==> src/rtl/cpu_pkg.sv <==
// Core-wide architectural widths shared by the fetch and decode stages.
package cpu_pkg;

    localparam int unsigned PIPE_WIDTH    = 2;
    localparam int unsigned CPU_ADDR_BITS = 32;
    localparam int unsigned CPU_INST_BITS = 32;

endpackage

==> src/rtl/uarch_pkg.sv <==
// Microarchitecture sizing and payload types for the front end.
package uarch_pkg;

    import cpu_pkg::*;

    localparam int unsigned IBUF_DEPTH_DEFAULT = 4;

    // One buffer slot: a fetch pair of PCs plus its raw instruction words.
    typedef struct packed {
        logic [PIPE_WIDTH-1:0][CPU_ADDR_BITS-1:0] pcs;
        logic [PIPE_WIDTH-1:0][CPU_INST_BITS-1:0] insts;
    } ibuf_entry_t;

endpackage

==> src/rtl/inst_buffer.sv <==
// Instruction-pair FIFO between the icache and decode.
// Optional IBUF_BYPASS_EN lets an empty buffer forward the incoming pair combinationally.
module inst_buffer
    import cpu_pkg::*;
    import uarch_pkg::*;
#(
    parameter int unsigned IBUF_DEPTH = IBUF_DEPTH_DEFAULT
) (
    input  logic                                     clk,
    input  logic                                     rst,
    input  logic                                     flush,
    input  logic                                     icache_val,
    output logic                                     icache_rdy,
    input  logic [PIPE_WIDTH-1:0][CPU_ADDR_BITS-1:0] icache_pcs,
    input  logic [PIPE_WIDTH-1:0][CPU_INST_BITS-1:0] icache_insts,
    input  logic                                     decode_rdy,
    output logic                                     fetch_val,
    output logic [PIPE_WIDTH-1:0][CPU_ADDR_BITS-1:0] inst_pcs,
    output logic [PIPE_WIDTH-1:0][CPU_INST_BITS-1:0] insts,
    output logic [$clog2(IBUF_DEPTH+1)-1:0]          ibuf_count
);

    localparam int unsigned PTR_W = $clog2(IBUF_DEPTH);
    localparam int unsigned CNT_W = $clog2(IBUF_DEPTH+1);

    logic [PTR_W-1:0]                  r_head;
    logic [PTR_W-1:0]                  r_tail;
    logic [CNT_W-1:0]                  r_count;
    ibuf_entry_t [IBUF_DEPTH-1:0]      r_mem;

    ibuf_entry_t w_head_entry;
    ibuf_entry_t w_wr_entry;
    logic        w_empty;
    logic        w_enq;
    logic        w_deq;

    assign w_head_entry     = r_mem[r_head];
    assign w_wr_entry.pcs   = icache_pcs;
    assign w_wr_entry.insts = icache_insts;
    assign w_empty          = (r_count == '0);

    // A full buffer refuses new pairs even if decode drains one this cycle.
    assign icache_rdy = (r_count < CNT_W'(IBUF_DEPTH));
    assign ibuf_count = r_count;
    assign w_deq      = !w_empty && decode_rdy;

`ifdef IBUF_BYPASS_EN
    logic w_bypass;

    // Empty buffer forwards the fetch response; it is stored only if decode stalls.
    assign w_bypass  = w_empty && icache_val;
    assign fetch_val = !w_empty || icache_val;
    assign inst_pcs  = w_bypass ? icache_pcs   : w_head_entry.pcs;
    assign insts     = w_bypass ? icache_insts : w_head_entry.insts;
    assign w_enq     = icache_val && icache_rdy && !(w_bypass && decode_rdy);
`else
    assign fetch_val = !w_empty;
    assign inst_pcs  = w_head_entry.pcs;
    assign insts     = w_head_entry.insts;
    assign w_enq     = icache_val && icache_rdy;
`endif

    // Pointer/occupancy update; flush beats any same-cycle enqueue or dequeue.
    always_ff @(posedge clk or posedge rst) begin
        if (rst) begin
            r_head  <= '0;
            r_tail  <= '0;
            r_count <= '0;
            r_mem   <= '0;
        end else if (flush) begin
            r_head  <= '0;
            r_tail  <= '0;
            r_count <= '0;
        end else begin
            if (w_enq) begin
                r_mem[r_tail] <= w_wr_entry;
                r_tail        <= r_tail + PTR_W'(1);
            end
            if (w_deq) begin
                r_head <= r_head + PTR_W'(1);
            end
            case ({w_enq, w_deq})
                2'b10:   r_count <= r_count + CNT_W'(1);
                2'b01:   r_count <= r_count - CNT_W'(1);
                default: r_count <= r_count;
            endcase
        end
    end

endmodule

==> config.mk <==
export PLATFORM = sky130hd
export DESIGN_NAME = inst_buffer
export DESIGN_NICKNAME = d
export VERILOG_FILES = /design/src/rtl/cpu_pkg.sv /design/src/rtl/uarch_pkg.sv /design/src/rtl/inst_buffer.sv
export SDC_FILE = /design/constraint.sdc
export NUM_CORES = 1
export LEC_CHECK = 0
export BUFFER_PORTS_ARGS = -buffer_cell sky130_fd_sc_hd__buf_2
export CORE_AREA = 2 2 230 232
export DETAILED_ROUTE_END_ITERATION = 7
export DIE_AREA = 0 0 232 234
export PLACE_DENSITY = 0.66
export SLEW_MARGIN = 20
export SYNTH_ARGS = -nofsm -noshare
export SYNTH_HDL_FRONTEND = slang
export SYNTH_SLANG_ARGS = --single-unit
==> constraint.sdc <==
create_clock -name clk -period 17.6 [get_ports clk]
set_input_delay 3.52 -clock clk [delete_from_list [all_inputs] [get_ports clk]]
set_output_delay 3.52 -clock clk [all_outputs]
set_load 0.01 [all_outputs]
==> impl_metrics.env <==
export IMPL_grt_pass1_wl_um=75240
export IMPL_cp_common_cell="buf_4"
export IMPL_portBuffers=265
export IMPL_synth_edf_count=0
export IMPL_leakage_nw=11.54
export IMPL_synth_area_um2=23180
export IMPL_path_max_fanout=41
export IMPL_ctsHoldBuffers=0
export IMPL_core_area_um2=52020
export IMPL_post_drt_wl_per_cell_um=20.91
export IMPL_place_congestion=0.7115
export IMPL_fmax_mhz=144.1
export IMPL_synth_cell_types=34
export IMPL_place_area_um2=24350
export IMPL_syn_nets=1436
export IMPL_antenna_left=0
export IMPL_finalClockSkew_ns=0.01363
export IMPL_nets=1687
export IMPL_crit_arrival_ns=3.42
export IMPL_start_util_pct=44.56
export IMPL_hold_class="reg2reg"
export IMPL_reg2reg_depth=4
export IMPL_rsz0062_at_grt="no"
export IMPL_holdPathStages=1
export IMPL_maxCapViolations=0
export IMPL_worstSkewPairLatency_ns=0.59
export IMPL_cts_sink_count=519
export IMPL_area_growth_pct=12.86
export IMPL_ctsLongestPathBuffers=3
export IMPL_seq_area_frac_synth_pct=56.03
export IMPL_num_rows=84
export IMPL_hpwlAfterDp_um=29110
export IMPL_slew_headroom_pct=27.05
export IMPL_cp_start_kind="flip-flop"
export IMPL_initialDrtViolationCount=560
export IMPL_yosysWarnings=0
export IMPL_critPathKind="reg2out"
export IMPL_stdcell_area_um2=26160
export IMPL_outcome="finished, final reports clean"
export IMPL_drive_gt1_share_pct=61.41
export IMPL_postCtsSetupRepairBufs=0
export IMPL_worst_r2r_setup_slack_ns=14.62
export IMPL_viasPerCell=5.364
export IMPL_fp_dieW_um=232
export IMPL_clockRootBuffer="clkbuf_16"
export IMPL_p_per_area_nw_per_um2=147.0
export IMPL_hold_violations=0
export IMPL_synth_flop_cell="dfrtp_1"
export IMPL_fill_cells=4372
export IMPL_hold_path_endpoint="r_mem[288]"
export IMPL_overflow=0
export IMPL_worstHoldStart="r_mem[288]"
export IMPL_slowest_stage="dfrtp_4"
export IMPL_die_h_um=234
export IMPL_cts_made_buffers=54
export IMPL_cts_resized=0
export IMPL_grt_use_total_pct=17.67
export IMPL_htreeDepth=2
export IMPL_regToRegStartpoint="ibuf_count[2]"
export IMPL_multiInputGateArea_um2=8986
export IMPL_post_route_period_util_pct=39.43
export IMPL_crit_required_ns=14.08
export IMPL_seq_area_um2=13000
export IMPL_synth_seq_cells=519
export IMPL_drv_slew=0
export IMPL_antenna_found_initial=11
export IMPL_clkSlewWorstSetupHoldPaths_ns=0.06
export IMPL_setup_tns_ns=0
export IMPL_cp_end_kind="output port"
export IMPL_timing_rr_end="r_mem[86]"
export IMPL_vias=12240
export IMPL_syn_avg_cell_area_um2=17.86
export IMPL_dieArea_um2=54290
export IMPL_ios=266
export IMPL_synthArstFlopShare_pct=100.0
export IMPL_timing_final_crit_period_ns=6.939
export IMPL_syn_inst=1298
export IMPL_grt_max_degree=179
export IMPL_cts_tree="done"
export IMPL_first_global_vias=13247
export IMPL_peakVddDrop_mv=0.09320
export IMPL_wl_um=47710
export IMPL_worst_pin_slew_ns=1.094
export IMPL_setup_viol=0
export IMPL_cp_cell_sequence="buf_4 -> buf_4 -> mux4_2 -> buf_2"
export IMPL_max_stage_delay_ns=0.91
export IMPL_drc=0
export IMPL_dr_pass1_iters=6
==> worst max-delay path: cells and delay by family, from the launching register on <==
family | cells | cell delay [ns]
buffers and inverters | 3 | 1.23
multiplexers | 1 | 0.63
flip-flops | 1 | 0.91
==> routing by layer <==
layer / share of wire (%) / wire, µm / up-vias / track usage, %
met1: 43 / 20330 / 6542 / 23.00
met5: 0.22 / 106 / - / 0
met4: 1.8 / 840 / 18 / 4.667
met2: 50 / 23720 / 238 / 29.17
met3: 5.7 / 2712 / 80 / 5.022
li1: - / - / 5362 / -
==> metrics by stage <==
step / worst slack (ns) / hold WS [ns] / std cells / util (%) / total power, mW
2_1_floorplan: 7.030 / 0.4524 / 1298 / - / 2.463
3_3_place_gp: 10.40 / 0.4628 / 2180 / 46.80 / 2.688
3_5_place_dp: 10.25 / 0.4734 / 2180 / 46.80 / 2.746
4_1_cts: 10.56 / 0.4873 / 2278 / 50.23 / 3.899
5_1_grt: 10.48 / 0.4969 / 2281 / 50.28 / 4.055
6_report: 10.66 / 0.4825 / 2282 / 50.29 / 3.846
==> logic make-up after synthesis <==
kind of cell / synth area share (%)
multiplexers: 37.35
flip-flops: 56.03
buffers and inverters: 5.209
AO/OA/AOI/OAI: 0.4264
adder cells (fa/ha/maj): 0.3023
XOR/XNOR: 0.1512
AND/OR/NAND/NOR: 0.5344
==> power breakdown <==
part / internal, mW / switching [mW] / total, mW
clock: 0.674 / 0.462 / 1.14
sequential: 1.60 / 0.203 / 1.81
combinational: 0.561 / 0.344 / 0.905
total: 2.84 / 1.01 / 3.85
==> synth_stat cells (2+ instances only) <==
cell      instances  area [µm²]
dfrtp_1         519       12990
mux2_2          472        5315
mux4_2          128        2883
buf_12           42       840.8
mux2_1           40       450.4
buf_2            26       130.1
buf_6            13       146.4
inv_1             7       26.28
nor2_1            7       26.28
and2_4            4       35.03
ha_1              4       50.05
buf_4             3       22.52
clkbuf_1          3       11.26
o21ai_0           3       15.01
xor2_1            3       26.28
a211oi_1          2       15.01
buf_8             2       30.03
nand3_1           2       10.01
nand3b_1          2       15.01
o31ai_1           2       15.01
==> area by class of cell <==
cell class                 instances  share of cell area [%]
inverter                           7                  0.1148
sequential                       519                   49.67
tap                              688                   3.290
timing repair buffer             284                   5.710
multi-input combinational        683                   34.35
antenna                            3                 0.02870
clock inverter                    12                  0.4783
clock buffer                      86                   6.356
==> sequential cells by signal, indices dropped and copies added, names as in the netlist <==
name	count
ibuf_count	3
r_head	2
r_mem	512
r_tail	2
==> worst max-delay path by stage <==
stage                          from       endpoint  slack [ns]  cells past startpoint
final                     r_head[0]   inst_pcs[28]       10.66                      4
after detailed placement        rst     r_mem[494]       10.25                      5
after global placement          rst     r_mem[238]       10.40                      5
after global routing      r_head[0]   inst_pcs[28]       10.48                      4
after CTS                 r_head[0]   inst_pcs[28]       10.56                      4
after floorplan                 rst  ibuf_count[0]        7.03                      1
==> cell usage in the layout, fill, tap and decap left out, types with 3 or more instances in the layout <==
| cell | n |
|---|---|
| diode_2 | 3 |
| inv_1 | 6 |
| dfrtp_1 | 517 |
| clkbuf_1 | 14 |
| mux4_2 | 128 |
| clkinv_2 | 6 |
| and2_4 | 4 |
| clkbuf_8 | 17 |
| ha_1 | 4 |
| mux2_1 | 40 |
| buf_4 | 17 |
| mux2_2 | 472 |
| clkbuf_16 | 55 |
| xor2_1 | 3 |
| o21ai_0 | 3 |
| nor2_1 | 7 |
| buf_2 | 265 |
(Power assumes the default switching activity.)
